==> src/rtl/duty_slew.sv <==
// duty_slew: rate-limits a duty request, moving one bounded step toward it
// per synchronised rising edge of the asynchronous update tick.
module duty_slew #(
   parameter int WIDTH       = 16,
   parameter int STEP_MAX    = 256,
   parameter int SYNC_STAGES = 2
) (
   input  logic             clk,
   input  logic             rst_n,
   input  logic [WIDTH-1:0] target,
   input  logic             tick,
   input  logic             hold,
   output logic [WIDTH-1:0] value,
   output logic             upd,
   output logic             busy,
   output logic [7:0]       sat_cnt
);
   localparam logic [WIDTH-1:0] STEP   = WIDTH'(STEP_MAX);
   localparam logic [31:0]      STEP_U = 32'(STEP_MAX);
   typedef enum logic [1:0] {IDLE, CALC, APPLY} state_t;
   state_t                 state;
   logic [SYNC_STAGES-1:0] sync_q;
   logic                   hist, rise, dir, lim;
   logic [WIDTH-1:0]       tgt_q, diff, abs_diff, step;
   assign rise     = sync_q[SYNC_STAGES-1] & ~hist;
   assign abs_diff = (tgt_q > value) ? tgt_q - value : value - tgt_q;
   assign step     = lim ? STEP : diff;
   always_ff @(posedge clk) begin
      if (!rst_n) begin
         state   <= IDLE;
         sync_q  <= '0;
         hist    <= 1'b0;
         tgt_q   <= '0;
         value   <= '0;
         upd     <= 1'b0;
         busy    <= 1'b0;
         sat_cnt <= '0;
         dir     <= 1'b0;
         diff    <= '0;
         lim     <= 1'b0;
      end else begin
         sync_q <= {sync_q[SYNC_STAGES-2:0], tick};
         hist   <= sync_q[SYNC_STAGES-1];
         busy   <= value != target;
         upd    <= 1'b0;
         case (state)
            IDLE: if (rise && !hold) begin
               tgt_q <= target;
               state <= CALC;
            end
            CALC: begin
               dir   <= tgt_q > value;
               diff  <= abs_diff;
               lim   <= (STEP_MAX != 0) && (32'(abs_diff) > STEP_U);
               state <= APPLY;
            end
            APPLY: begin
               // step never exceeds the distance to tgt_q, so no wrap
               value <= dir ? value + step : value - step;
               upd   <= step != '0;
               if (lim && sat_cnt != 8'hFF) sat_cnt <= sat_cnt + 8'd1;
               state <= IDLE;
            end
            default: state <= IDLE;
         endcase
      end
   end
endmodule

==> config.mk <==
export PLATFORM = sky130hd
export DESIGN_NAME = duty_slew
export DESIGN_NICKNAME = d
export VERILOG_FILES = /design/src/rtl/duty_slew.sv
export SDC_FILE = /design/constraint.sdc
export NUM_CORES = 1
export LEC_CHECK = 0
export BUFFER_PORTS_ARGS = -buffer_cell sky130_fd_sc_hd__buf_2
export CORE_MARGIN = 5
export CORE_UTILIZATION = 40
export CTS_BUF_LIST = sky130_fd_sc_hd__clkbuf_4 sky130_fd_sc_hd__clkbuf_8
export DETAILED_ROUTE_END_ITERATION = 10
export SLEW_MARGIN = 20
export SYNTH_ARGS = -nofsm -noshare
export SYNTH_HDL_FRONTEND = slang
export SYNTH_SLANG_ARGS = --single-unit
==> constraint.sdc <==
create_clock -name clk -period 6.2 [get_ports clk]
set_clock_uncertainty 0.1 [all_clocks]
set_input_delay 1.55 -clock clk [delete_from_list [all_inputs] [get_ports clk]]
set_output_delay 1.55 -clock clk [all_outputs]
set_load 0.005 [all_outputs]
== After elaboration in Yosys (flattened, before gate mapping) ==
Index checks and enable logic that the tools add are counted.
Operators by class
  equal/unequal tests: 5
  add/sub/neg operators: 5
  reduce and logical (&&, ||, !) cells: 8
  $lt $le $gt $ge: 2
  multiplexer cells: 5
  bitwise gates (word level): 2
Operators with widths (count)
  two-way mux 16 bit: 3
  subtractor 16 bit: 3
  adder 16 bit: 1
  > comparator 16 bit: 1
  > comparator 16 x 9 -> 1 bit (second input constant): 1
  inequality test 16 bit: 1
  nonzero test 16 bit: 1
  adder 8 x 1 -> 8 bit (second input constant): 1
  inequality test 8 bit (second input constant): 1
  AND reduction 2 bit: 3
  one-hot mux 2 bit (2 select lines): 1
  equality test 2 x 1 -> 1 bit (second input constant): 1
  equality test 2 bit (second input constant): 1
  logical AND 1 bit: 2
  zero test 2 bit: 1
  two-way mux 2 bit: 1
  inequality test 2 bit (second input constant): 1
  bitwise AND 1 bit: 1
  zero test 1 bit: 1
  NOT 1 bit: 1
Word-level totals
  logic and storage cells: 38
  bits in registers: 65
  bits of input ports: 20

== Depth between registers and ports, before layout ==
  word-level depth: 5
  depth in mapped cells: 18
  gate-level depth less buffers: 17

== Least setup slack after synthesis ==
No wires, ideal clock.
  kind: reg-to-reg
  start: reg lim
  end: reg value[15]
  data arrival time: 3.479 ns
  period minus slack after synthesis: 3.649 ns
  required time: 6.030 ns
  buffers on the path: 1
  stages on the path, launching flop included: 18
  setup slack: 2.551 ns
  cells stage by stage: dfxtp_1 inv_1 clkbuf_1 nand2_1 ha_1 o21ai_0 nor4b_1 nor2_1 xnor2_1 ha_1 and4_1 o211ai_1 a21oi_1 o21ai_0 a21oi_1 xnor2_1 or3_1 a21boi_1
On the way
  word-level cells in the longest chain between the ends: 3
  elaborated cells on any way between the ends: 4
  those cells by class: add/sub: 2; mux: 2
RTL lines
  start, declared: RTL line 23  | logic hist, rise, dir, lim;
  start signal, assigned: RTL line 54  | lim <= (STEP_MAX != 0) && (32'(abs_diff) > STEP_U);
  two-way mux 16 bit *: RTL line 27  | assign step = lim ? STEP : diff;
  subtractor 16 bit or adder 16 bit (tied branches): RTL line 59  | value <= dir ? value + step : value - step;
  two-way mux 16 bit *: RTL line 59
  end signal, assigned: RTL line 59
  end, declared: RTL line 13  | output logic [WIDTH-1:0] value,
Every way passes the cells marked *; elsewhere a longest branch is shown, timed or not.
A chain may end at the register's enable or synchronous reset.

== Final worst setup path ==
Ends and elaborated chain as after synthesis.

==> results.py <==
metrics = {
    "power": {
        "clkPwrFrac": 0.381,
        "p_sw_w": 0.000328,
        "seqPwrFrac": 0.392,
        "vdd_drop_max_mv": 0.0747,
        "power_frac_comb": 0.227,
        "intPower_w": 0.000771,
        "total_leakage_power_nw": 2.58,
        "p_per_area_nw_per_um2": 191,
        "swShare": 0.299,
        "power_w": 0.00110,
    },
    "layout": {
        "mostFrequentLayoutCell": "dfxtp_1",
        "seq_area_sq_um": 1300,
        "nets": 750,
        "fin_area_sq_um": 5760,
        "multiInputGateArea_sq_um": 3600,
        "finalNonFillerCells": 856,
        "area_growth_pct": 9.96,
        "num_antenna_cells": 0,
        "drive_gt1_frac": 0.104,
        "num-fill-cells": 1333,
        "final_cell_mix": "dfxtp_1, nand2_1, inv_1, ha_1, buf_2",
    },
    "job": {
        "timing.max_cap.violations": 0,
    },
    "die": {
        "rows": 41,
        "core_sq_um": 12700,
        "start_util": 0.412,
        "die_x_um": 124,
        "die-area_sq_um": 15500,
        "die_height_um": 124,
        "ioPinCount": 46,
    },
    "synthesis": {
        "synthXorXnorAreaFrac": 0.0853,
        "synthSimpleGateAreaFrac": 0.200,
        "async_flop_share": 0,
        "synth_top_family_by_area": "compound AO/OA/AOI/OAI gates",
        "ys_types": 57,
        "synth_edf_count": 0,
        "synthFlopType": "dfxtp_1",
        "synth_fa_ha_area_frac": 0.126,
        "ys_seq_elements": 65,
        "syn-num-nets": 726,
        "syn_avg_cell_area_sq_um": 7.99,
        "netlist_area_sq_um": 5240,
        "ys_seq_area_frac": 0.249,
        "synthMuxAreaShare": 0.0631,
        "synth_compound_area_frac": 0.210,
        "synth_cells": 655,
        "synth_warnings": 0,
    },
    "grt": {
        "grt_pass1_wl_um": 22600,
        "antenna_found_initial": 0,
        "track_usage": 0.179,
        "grt_overflow_total": 0,
        "grt_max_degree": 68,
        "grt_pass1_vias": 4418,
    },
    "placed_design": {
        "placed_cells": 840,
        "dpl_cell_area_sq_um": 5530,
        "dp_hpwl_um": 10600,
        "place.gp.congestion": 0.921,
        "portBuffers": 45,
    },
    "routing": {
        "drt_iter0_markers": 378,
        "wl_per_cell_um": 16.1,
        "drt-pass1-iter-count": 5,
        "dr_total_vias": 4581,
        "ant_nets": 0,
        "drc": 0,
        "routed_wl_um": 13800,
        "via_per_inst": 5.35,
    },
    "sta": {
        "slew_viol_final": 0,
        "hold_ws_ns": 0.326,
        "rsz0062_at_grt": "no",
        "slew_headroom": 0.313,
        "fmax_mhz": 221,
        "period_minus_slack_ns": 4.53,
        "hold_violations": 0,
        "finalSetupViolCount": 0,
        "worst_pin_slew_ns": 1.03,
        "fin_crit_sh": 0.731,
        "tns_ns": 0,
    },
    "worst_setup_path": {
        "end_kind": "flop",
        "required_ns": 6.39,
        "reg2reg_slack_ns": 1.67,
        "cp.arrival_ns": 4.73,
        "slowest_stage": "dfxtp_1",
        "critical_path.max_stage_delay_ns": 0.66,
        "crit_chain": "inv_1 > nand2_1 > ha_1 > o21ai_0 > nor4b_1 > nor2_1 > xnor2_1 > ha_1 > and4_1 > o211ai_1 > a21oi_1 > o21ai_0 > a21oi_1 > xnor2_1 > or3_1 > a21boi_1",
        "crit_path_start_kind": "flop",
        "crit_type": "reg -> reg",
        "crit_fanout": 16,
    },
    "clock_network": {
        "cts-root-buf": "clkbuf_8",
        "cts_sinks": 65,
        "hold_buffers": 0,
        "clk_latency_ns": 0.36,
        "post_cts_buffers": 0,
        "cts_resized": 0,
        "cts_tree": "built",
        "cts_buffer_depth": 2,
        "h-tree-depth": 3,
        "numCtsBuffers": 9,
        "path_clk_slew_ns": 0.08,
    },
    "hold_path": {
        "hold_class": "reg -> reg",
    },
    "run_status": {
        "status": "complete, no violations",
    },
}
==> Yosys cell counts, drive strengths merged (4+ instances only) <==
library cell  number  area, sq um
nand2             63          236
nor4               5         31.3
a211oi             7         57.6
nor2b             26          163
and2              22          138
dfxtp             65         1300
nor3              15         75.1
nand4             10         62.6
o21ai             43          219
inv               48          180
a21o               9         67.6
o211a             13          130
clkbuf            21         78.8
mux2i             33          330
or3                9         56.3
nand3b             4         30.0
o21a               4         30.0
a31oi              4         31.3
o211ai             5         37.5
buf               13         87.6
xnor2             33          289
a21oi             44          220
ha                48          601
nand3             13         65.1
and3               4         25.0
a21boi             8         60.1
o21bai             6         45.0
nor2              29          109
xor2              18          158
==> routing by layer <==
metal / share of wire / vias to the layer above / track usage
li1: - / 2337 / -
met1: 0.47 / 2152 / 0.228
met2: 0.47 / 77 / 0.300
met3: 0.039 / 15 / 0.0403
met4: 0.019 / 0 / 0.0535
met5: 0 / - / 0
==> cells by family (layout without fill, tap and decap cells) <==
family,after synthesis,after routing
simple gates,208,208
compound gates,165,165
buf+inv,82,111
flops,65,65
fa+ha+maj,51,51
xor+xnor,51,51
mux,33,33
==> power by group through the flow <==
stage	combinational [W]	sequential [W]	clock [W]
floorplan	0.000200	0.000438	0
CTS	0.000249	0.000431	0.000430
finish	0.000250	0.000431	0.000419
global placement	0.000245	0.000440	0
global route	0.000278	0.000432	0.000448
detailed placement	0.000248	0.000440	0
==> critical path, delay by kind of cell, from the launching register on <==
family                   cells  cell delay (ns)
AO/OA/AOI/OAI                6             0.99
XOR/XNOR                     2             0.33
adder cells (fa/ha/maj)      2             0.54
buffers and inverters        1             0.36
flip-flops                   1             0.66
AND/OR/NAND/NOR              5             1.47
==> path summary, 6_finish.rpt <==
| path | startpoint | end | cells past startpoint |
|---|---|---|---|
| max | lim | value[15] | 16 |
| min | sync_q[0] | sync_q[1] | 1 |
| max reg2reg | lim | value[15] | 16 |
| min reg2reg | sync_q[0] | sync_q[1] | 1 |
==> stage by stage <==
stage / setup WS, ns / utilization
2_1_floorplan: 2.55 / -
3_3_place_gp: 1.98 / 0.435
3_5_place_dp: 1.75 / 0.435
4_1_cts: 1.72 / 0.453
5_1_grt: 1.15 / 0.453
6_report: 1.67 / 0.453
==> flip-flops by register name, summed over array words and instances, names as in the netlist <==
register and flops:
lim 1, upd 1, state 2, busy 1, dir 1, diff 16
sync_q 2, hist 1, value 16, sat_cnt 8, tgt_q 16
==> area by class of cell <==
type	count	share of cell area
Timing Repair Buffer	47	0.0417
Inverter	48	0.0313
Sequential cell	65	0.226
Clock buffer	11	0.0252
Clock inverter	5	0.0137
Tap cell	172	0.0374
Multi-Input combinational cell	508	0.625
No activity file was read; power rests on OpenSTA's default activity.
